### src/rtl/uart_rx_flex_pkg.sv
// Shared types, constants and helper functions for the flexible UART receiver.
package uart_rx_flex_pkg;

    typedef enum logic [2:0] {
        ST_IDLE,
        ST_START,
        ST_DATA,
        ST_PARITY,
        ST_STOP,
        ST_DONE
    } state_t;

    localparam int unsigned MIN_PRESCALE = 4;
    localparam int unsigned PRESCALE_W   = 6;
    localparam int unsigned BIT_CNT_W    = 4;
    localparam int unsigned MAX_DATA_W   = 9;

    function automatic logic maj3(input logic a, input logic b, input logic c);
        return (a & b) | (a & c) | (b & c);
    endfunction

    // Parity bit the transmitter should have sent; data is zero-extended.
    function automatic logic exp_parity(input logic [MAX_DATA_W-1:0] data, input logic typ);
        return (^data) ^ typ;
    endfunction

endpackage

### src/rtl/uart_rx_flex_sampler.sv
// RX synchroniser, per-bit edge counter and 3-point majority sampler.
module uart_rx_flex_sampler
    import uart_rx_flex_pkg::*;
#(
    parameter int unsigned SYNC_STAGES = 2
) (
    input  logic                  clk,
    input  logic                  rst_n,
    input  logic                  rx_in,
    input  logic                  enable,
    input  logic [PRESCALE_W-1:0] prescale,
    output logic                  rx_s,
    output logic                  bit_tick,
    output logic                  bit_val,
    output logic                  bit_end
);

    logic [SYNC_STAGES-1:0] sync_q;
    logic [PRESCALE_W-1:0]  cnt;
    logic [PRESCALE_W-1:0]  mid;
    logic                   s0;
    logic                   s1;

    assign mid  = prescale >> 1;
    assign rx_s = sync_q[SYNC_STAGES-1];

    // Presetting to 1 keeps the line idle-high out of reset.
    always_ff @(posedge clk or negedge rst_n) begin
        if (!rst_n) sync_q <= '1;
        else        sync_q <= {sync_q[SYNC_STAGES-2:0], rx_in};
    end

    always_ff @(posedge clk or negedge rst_n) begin
        if (!rst_n) begin
            cnt <= '0;
            s0  <= 1'b1;
            s1  <= 1'b1;
        end else begin
            if (!enable || bit_end) cnt <= '0;
            else                    cnt <= cnt + PRESCALE_W'(1);
            if (enable && cnt == mid - PRESCALE_W'(1)) s0 <= rx_s;
            if (enable && cnt == mid)                  s1 <= rx_s;
        end
    end

    // Third sample is the live value at the tick itself.
    assign bit_tick = enable && (cnt == mid + PRESCALE_W'(1));
    assign bit_val  = maj3(s0, s1, rx_s);
    assign bit_end  = enable && (cnt == prescale - PRESCALE_W'(1));

endmodule

### src/rtl/uart_rx_flex.sv
// UART receiver with programmable oversampling, optional parity, 1-2 stop bits,
// glitch rejection, break detection and a valid/ready output register.
module uart_rx_flex
    import uart_rx_flex_pkg::*;
#(
    parameter int unsigned DATA_WIDTH  = 8,
    parameter int unsigned SYNC_STAGES = 2
) (
    input  logic                  CLK,
    input  logic                  RST,
    input  logic                  RX_IN,
    input  logic                  PAR_EN,
    input  logic                  PAR_TYP,
    input  logic                  STOP2,
    input  logic [PRESCALE_W-1:0] Prescale,
    input  logic                  RX_READY,
    output logic [DATA_WIDTH-1:0] P_DATA,
    output logic                  data_valid,
    output logic                  Parity_Error,
    output logic                  Stop_Error,
    output logic                  Overrun_Error,
    output logic                  Break_Detect,
    output logic                  busy
);

    state_t                state;
    logic                  cfg_par_en;
    logic                  cfg_par_typ;
    logic                  cfg_stop2;
    logic [PRESCALE_W-1:0] cfg_p;
    logic [DATA_WIDTH-1:0] shreg;
    logic [BIT_CNT_W-1:0]  bit_cnt;
    logic                  par_bit;
    logic                  stop1;
    logic                  stop_all;
    logic                  stop_idx;

    logic                  rx_s;
    logic                  bit_tick;
    logic                  bit_val;
    logic                  bit_end;
    logic                  enable_c;
    logic [PRESCALE_W-1:0] prescale_c;
    logic                  stop1_c;
    logic                  stop_all_c;
    logic                  par_err_c;
    logic                  brk_c;

    assign prescale_c = (Prescale < PRESCALE_W'(MIN_PRESCALE)) ? PRESCALE_W'(MIN_PRESCALE) : Prescale;
    assign enable_c   = (state == ST_START) || (state == ST_DATA) ||
                        (state == ST_PARITY) || (state == ST_STOP);

    uart_rx_flex_sampler #(.SYNC_STAGES(SYNC_STAGES)) u_sampler (
        .clk      (CLK),
        .rst_n    (RST),
        .rx_in    (RX_IN),
        .enable   (enable_c),
        .prescale (cfg_p),
        .rx_s     (rx_s),
        .bit_tick (bit_tick),
        .bit_val  (bit_val),
        .bit_end  (bit_end)
    );

    // Frame verdict, valid at the final stop tick.
    assign stop1_c    = stop_idx ? stop1 : bit_val;
    assign stop_all_c = (stop_idx ? stop_all : 1'b1) & bit_val;
    assign par_err_c  = cfg_par_en && (par_bit != exp_parity(MAX_DATA_W'(shreg), cfg_par_typ));
    assign brk_c      = (shreg == '0) && (!cfg_par_en || !par_bit) && !stop1_c;

    always_ff @(posedge CLK or negedge RST) begin
        if (!RST) begin
            state         <= ST_IDLE;
            cfg_par_en    <= 1'b0;
            cfg_par_typ   <= 1'b0;
            cfg_stop2     <= 1'b0;
            cfg_p         <= PRESCALE_W'(MIN_PRESCALE);
            shreg         <= '0;
            bit_cnt       <= '0;
            par_bit       <= 1'b0;
            stop1         <= 1'b0;
            stop_all      <= 1'b0;
            stop_idx      <= 1'b0;
            P_DATA        <= '0;
            data_valid    <= 1'b0;
            Parity_Error  <= 1'b0;
            Stop_Error    <= 1'b0;
            Overrun_Error <= 1'b0;
            Break_Detect  <= 1'b0;
            busy          <= 1'b0;
        end else begin
            Parity_Error  <= 1'b0;
            Stop_Error    <= 1'b0;
            Overrun_Error <= 1'b0;
            Break_Detect  <= 1'b0;
            if (data_valid && RX_READY) data_valid <= 1'b0;

            case (state)
                ST_IDLE: begin
                    if (!rx_s) begin
                        state       <= ST_START;
                        busy        <= 1'b1;
                        cfg_par_en  <= PAR_EN;
                        cfg_par_typ <= PAR_TYP;
                        cfg_stop2   <= STOP2;
                        cfg_p       <= prescale_c;
                        bit_cnt     <= '0;
                        stop_idx    <= 1'b0;
                    end
                end
                ST_START: begin
                    if (bit_tick && bit_val) begin
                        state <= ST_IDLE;
                        busy  <= 1'b0;
                    end else if (bit_end) begin
                        state <= ST_DATA;
                    end
                end
                ST_DATA: begin
                    if (bit_tick) begin
                        shreg   <= {bit_val, shreg[DATA_WIDTH-1:1]};
                        bit_cnt <= bit_cnt + BIT_CNT_W'(1);
                        if (bit_cnt == BIT_CNT_W'(DATA_WIDTH - 1))
                            state <= cfg_par_en ? ST_PARITY : ST_STOP;
                    end
                end
                ST_PARITY: begin
                    if (bit_tick) begin
                        par_bit <= bit_val;
                        state   <= ST_STOP;
                    end
                end
                ST_STOP: begin
                    if (bit_tick) begin
                        if (!stop_idx && cfg_stop2) begin
                            stop_idx <= 1'b1;
                            stop1    <= bit_val;
                            stop_all <= bit_val;
                        end else begin
                            state        <= ST_DONE;
                            Parity_Error <= par_err_c;
                            Stop_Error   <= !stop_all_c;
                            Break_Detect <= brk_c;
                            if (!par_err_c && stop_all_c) begin
                                if (!data_valid || RX_READY) begin
                                    P_DATA     <= shreg;
                                    data_valid <= 1'b1;
                                end else begin
                                    Overrun_Error <= 1'b1;
                                end
                            end
                        end
                    end
                end
                ST_DONE: begin
                    state <= ST_IDLE;
                    busy  <= 1'b0;
                end
                default: begin
                    state <= ST_IDLE;
                    busy  <= 1'b0;
                end
            endcase
        end
    end

endmodule

### config.mk
export PLATFORM = sky130hd
export DESIGN_NAME = uart_rx_flex
export DESIGN_NICKNAME = d
export VERILOG_FILES = /design/src/rtl/uart_rx_flex_pkg.sv /design/src/rtl/uart_rx_flex_sampler.sv /design/src/rtl/uart_rx_flex.sv
export SDC_FILE = /design/constraint.sdc
export NUM_CORES = 1
export LEC_CHECK = 0
export CAP_MARGIN = 20
export CORE_AREA = 3 3 77 97
export CTS_BUF_LIST = sky130_fd_sc_hd__clkbuf_4 sky130_fd_sc_hd__clkbuf_8 sky130_fd_sc_hd__clkbuf_16
export CTS_CLUSTER_DIAMETER = 120
export DETAILED_ROUTE_END_ITERATION = 7
export DIE_AREA = 0 0 80 100
export GPL_TIMING_DRIVEN = 0
export PLACE_DENSITY_LB_ADDON = 0.15
export SLEW_MARGIN = 20
export SYNTH_ARGS = -nofsm -noshare
export SYNTH_HDL_FRONTEND = slang
export SYNTH_HIERARCHICAL = 1
export SYNTH_SLANG_ARGS = --single-unit
### constraint.sdc
create_clock -name CLK -period 7.2 [get_ports CLK]
set_clock_uncertainty 0.2 [all_clocks]
set_input_delay 0.72 -clock CLK [delete_from_list [all_inputs] [get_ports CLK]]
set_output_delay 0.72 -clock CLK [all_outputs]
set_load 0.01 [all_outputs]
==> flow_summary.html <==
<table>
<tr><th>Metric</th><th>Value</th></tr>
<tr><th colspan="2">Run status</th></tr>
<tr><td>Run status</td><td>completed</td></tr>
<tr><th colspan="2">Clock network</th></tr>
<tr><td>Number of sinks on the clock net</td><td>51</td></tr>
<tr><td>Number of gates resized after cts</td><td>0</td></tr>
<tr><td>CTS H-Tree Depth</td><td>2</td></tr>
<tr><td>Total setup buffers inserted after CTS</td><td>0</td></tr>
<tr><td>Clock tree from TritonCTS</td><td>done</td></tr>
<tr><td>Cell chosen for the clock root</td><td>clkbuf_8</td></tr>
<tr><td>Number of buffers created by CTS</td><td>5</td></tr>
<tr><td>Reg clk slew, reported paths</td><td>90 ps</td></tr>
<tr><td>Number of buffers on the longest clock path</td><td>2</td></tr>
<tr><td>Clk Latency, worst-skew pair</td><td>300 ps</td></tr>
<tr><td>Post-CTS Hold Buffers</td><td>0</td></tr>
<tr><th colspan="2">Yosys</th></tr>
<tr><td>Distinct cells, synth</td><td>55</td></tr>
<tr><td>Part of the Yosys area used for sequential elements</td><td>0.4527</td></tr>
<tr><td>Number of enable-type register cells in the synthesized netlist</td><td>0</td></tr>
<tr><td>Post-Synthesis Net Count</td><td>304</td></tr>
<tr><td>Synthesis warning total</td><td>6</td></tr>
<tr><td>Seq cells post-synth</td><td>51</td></tr>
<tr><td>Instance count of the mapped netlist</td><td>281</td></tr>
<tr><td>Top cells by area in the synthesized netlist</td><td>dfrtp_1, nand2_1, dfstp_2</td></tr>
<tr><td>Synthesized area per cell</td><td>10.08 um^2</td></tr>
<tr><td>Share of synthesized flip-flops with an asynchronous set or reset</td><td>1.000</td></tr>
<tr><td>Most area-hungry cell type in the Yosys netlist</td><td>dfrtp_1</td></tr>
<tr><td>Synthesized cell area</td><td>2833 um^2</td></tr>
<tr><td>Leading register cell type out of synthesis</td><td>dfrtp_1</td></tr>
<tr><td>Fraction of synthesized cell area taken by the top area cell type</td><td>0.4064</td></tr>
<tr><th colspan="2">Worst setup path</th></tr>
<tr><td>Crit end category</td><td>flop</td></tr>
<tr><td>Critical path class</td><td>flop to flop</td></tr>
<tr><td>Data required time at the worst endpoint</td><td>7190 ps</td></tr>
<tr><td>Worst-path maximum fanout</td><td>8</td></tr>
<tr><td>Worst setup SP type</td><td>flop</td></tr>
<tr><td>Worst path arrival time</td><td>3370 ps</td></tr>
<tr><td>Cell breakdown of the critical path</td><td>buf_2 -&gt; inv_1 -&gt; ha_1 -&gt; a21boi_0 -&gt; xnor2_1 -&gt; nand3_1 -&gt; a2111oi_4 -&gt; and2_1 -&gt; a2111o_1 -&gt; o2111ai_1 -&gt; o41ai_1</td></tr>
<tr><td>Worst stage delay on the critical path</td><td>550 ps</td></tr>
<tr><td>Library cell contributing the largest single delay on the critical path</td><td>dfstp_2</td></tr>
<tr><th colspan="2">Global routing</th></tr>
<tr><td>GRT Resource Usage Total</td><td>0.1548</td></tr>
<tr><td>Vias in the first global route</td><td>2075</td></tr>
<tr><td>Wire length of the first global-routing pass</td><td>9.887 mm</td></tr>
<tr><td>Number of antenna violations at the first check in global routing</td><td>0</td></tr>
<tr><td>Global route total overflow</td><td>0</td></tr>
<tr><td>Maximum number of pins on one net before global-route repair</td><td>52</td></tr>
<tr><th colspan="2">Drt</th></tr>
<tr><td>WL per Instance</td><td>13.89 um</td></tr>
<tr><td>Number of violations reported at the end of detailed-routing iteration 0</td><td>85</td></tr>
<tr><td>Number of nets with antenna violations after routing</td><td>0</td></tr>
<tr><td>Avg Vias per Cell</td><td>5.080</td></tr>
<tr><td>Final wirelength</td><td>5.583 mm</td></tr>
<tr><td>Via count</td><td>2042</td></tr>
<tr><td>Number of iterations in the first detailed-routing pass</td><td>4</td></tr>
<tr><td>Remaining design rule violation count</td><td>0</td></tr>
<tr><th colspan="2">Finish</th></tr>
<tr><td>FF/Latch Area</td><td>1282 um^2</td></tr>
<tr><td>Most common cell after layout, fill and taps aside</td><td>dfrtp_1</td></tr>
<tr><td>Synthesis-to-layout area growth</td><td>16.08%</td></tr>
<tr><td>Top library cells by usage in the layout, fill and taps aside</td><td>dfrtp_1, nand2_1, clkdlybuf4s50_1</td></tr>
<tr><td>Number of fill cells</td><td>632</td></tr>
<tr><td>Antenna Cells</td><td>0</td></tr>
<tr><td>Fraction of final layout cells sized beyond drive strength 1</td><td>0.1365</td></tr>
<tr><td>Number of nets in the final layout</td><td>337</td></tr>
<tr><td>Final standard cell count with taps included and fillers excluded</td><td>402</td></tr>
<tr><td>Area of the multi-input gates</td><td>1424 um^2</td></tr>
<tr><th colspan="2">Place</th></tr>
<tr><td>Half-perimeter wire length after placement</td><td>4.023 mm</td></tr>
<tr><td># placed instances</td><td>394</td></tr>
<tr><td>Gp weighted congestion</td><td>0.8115</td></tr>
<tr><td>Port Buffer Count</td><td>26</td></tr>
<tr><th colspan="2">Power</th></tr>
<tr><td>Worst VDD drop</td><td>0.0001500 V</td></tr>
<tr><td>Switching portion of total power</td><td>0.4090</td></tr>
<tr><td>Proportion of power drawn by flip-flops and latches</td><td>0.374</td></tr>
<tr><td>Leak Pwr</td><td>1.453 nW</td></tr>
<tr><td>Clock Power Share</td><td>0.154</td></tr>
<tr><td>Logic gate share of total power</td><td>0.472</td></tr>
<tr><td>Overall power consumption</td><td>1.088 mW</td></tr>
<tr><td>Net Switching</td><td>445.0 uW</td></tr>
<tr><td>Internal power</td><td>642.9 uW</td></tr>
<tr><td>P per Cell Area</td><td>330.9 nW/um^2</td></tr>
<tr><th colspan="2">Timing</th></tr>
<tr><td>Min Hold Slack</td><td>163.3 ps</td></tr>
<tr><td># setup viols final</td><td>0</td></tr>
<tr><td>Tcrit/Tclk final</td><td>0.4693</td></tr>
<tr><td>Final max-slew violation count</td><td>0</td></tr>
<tr><td>Final TNS setup</td><td>0 ps</td></tr>
<tr><td>Worst rel slew slack</td><td>0.3485</td></tr>
<tr><td>Transition time of the tightest slew-check pin</td><td>969.1 ps</td></tr>
<tr><td>Final count of hold timing violations</td><td>0</td></tr>
<tr><td>RSZ-0062 raised after global routing</td><td>false</td></tr>
<tr><td>Achievable frequency</td><td>296.0 MHz</td></tr>
<tr><td>Post-layout min period</td><td>3379 ps</td></tr>
<tr><th colspan="2">Floorplanning</th></tr>
<tr><td>Height of the chip</td><td>100 um</td></tr>
<tr><td>Area of the die</td><td>8000 um^2</td></tr>
<tr><td>Number of top-level pins</td><td>27</td></tr>
<tr><td>Initial cell density of the core</td><td>0.4288</td></tr>
<tr><td>Standard-cell rows</td><td>33</td></tr>
<tr><td>Width of the die</td><td>80 um</td></tr>
<tr><td>Placeable core region</td><td>6606 um^2</td></tr>
<tr><th colspan="2">Job</th></tr>
<tr><td>Max-cap violations</td><td>0</td></tr>
<tr><th colspan="2">Min path</th></tr>
<tr><td>Type of the worst min-delay path</td><td>flop to flop</td></tr>
</table>
==> sequential cells by signal, indices dropped and copies added, names as in the netlist <==
name	cells
u_sampler/s0	1
Overrun_Error	1
bit_cnt	4
state	3
par_bit	1
P_DATA	8
u_sampler/cnt	6
Stop_Error	1
u_sampler/sync_q	2
Parity_Error	1
stop_idx	1
cfg_par_en	1
cfg_p	6
shreg	8
cfg_stop2	1
cfg_par_typ	1
busy	1
stop_all	1
u_sampler/s1	1
Break_Detect	1
data_valid	1
==> critical path: cells and delay by family (launching register included) <==
family	cells	cell delay, ps
AOI/OAI and AO/OA	5	1530
buffers and inverters	2	310
xor gates and xnor gates	1	160
adders and majority gates	1	180
and+or+nand+nor	2	330
DFF	1	550
==> final timing paths <==
kind                                      from             endpoint  slack, ps  cells after the start
hold reg to reg            u_sampler/sync_q[0]  u_sampler/sync_q[1]        160                      0
min in group asynchronous                  RST            P_DATA[1]        240                      1
setup / recovery                      cfg_p[2]             state[2]       3820                     11
max in group asynchronous                  RST           bit_cnt[0]       6150                      1
hold / removal             u_sampler/sync_q[0]  u_sampler/sync_q[1]        160                      0
setup reg to reg                      cfg_p[2]             state[2]       3820                     11
==> kinds of logic after synthesis <==
| logic type | share of synthesized area |
|---|---|
| AND/OR/NAND/NOR | 0.1709 |
| adder cells (fa/ha/maj) | 0.04770 |
| multiplexers | 0.06228 |
| XOR/XNOR | 0.09983 |
| buffers and inverters | 0.04460 |
| AO/OA/AOI/OAI | 0.1219 |
| flip-flops | 0.4527 |
==> cells in the mapped netlist (2+ instances only) <==
cell type,count
clkbuf_1,4
nand4_1,4
buf_2,5
ha_1,10
nand2_1,43
a22o_1,3
o211ai_1,2
a31oi_1,2
nand4b_1,2
xnor2_1,15
nor2b_1,3
inv_1,15
buf_4,2
mux2_4,8
nand3_1,6
mux2_2,5
nand3b_1,2
and3_1,2
dfrtp_1,46
dfstp_2,5
a211oi_1,4
nor3b_1,2
a21o_1,2
o22ai_1,2
nor2_1,22
o21ai_0,15
nand2b_1,5
xor2_1,11
nor3_1,4
a21oi_1,5
==> power groups by stage <==
stage | clock network (mW) | logic [mW] | registers (mW)
finish | 0.167 | 0.514 | 0.407
global route | 0.186 | 0.581 | 0.420
CTS | 0.174 | 0.520 | 0.409
detailed placement | 0 | 0.517 | 0.415
global placement | 0 | 0.509 | 0.413
floorplan | 0 | 0.411 | 0.398
==> metrics by stage <==
step | instance area [um^2] | utilization | setup slack (ps)
after floorplan | 2833 | - | 4277
after global placement | 3202 | 0.4847 | 3654
final | 3288 | 0.4977 | 3821
after global routing | 3288 | 0.4977 | 3553
after CTS | 3288 | 0.4977 | 3756
after detailed placement | 3199 | 0.4843 | 3787
==> per-layer routing <==
| metal | up-vias | routed length, um | GRT usage |
|---|---|---|---|
| met5 | - | 0 | 0 |
| met1 | 990 | 2481 | 0.1977 |
| met2 | 22 | 2921 | 0.2685 |
| li1 | 1025 | - | - |
| met4 | 0 | 64 | 0.04291 |
| met3 | 5 | 115 | 0.02603 |
==> cell type report <==
type                       instances  area share
inverter                          15     0.01712
multi-input combinational        202      0.4330
clock buffer                       6     0.02321
buffer                            13     0.02131
timing repair buffer              26     0.07839
sequential                        51      0.3900
tap                               87     0.03310
clock inverter                     2    0.003805
(Power assumes the default switching activity.)
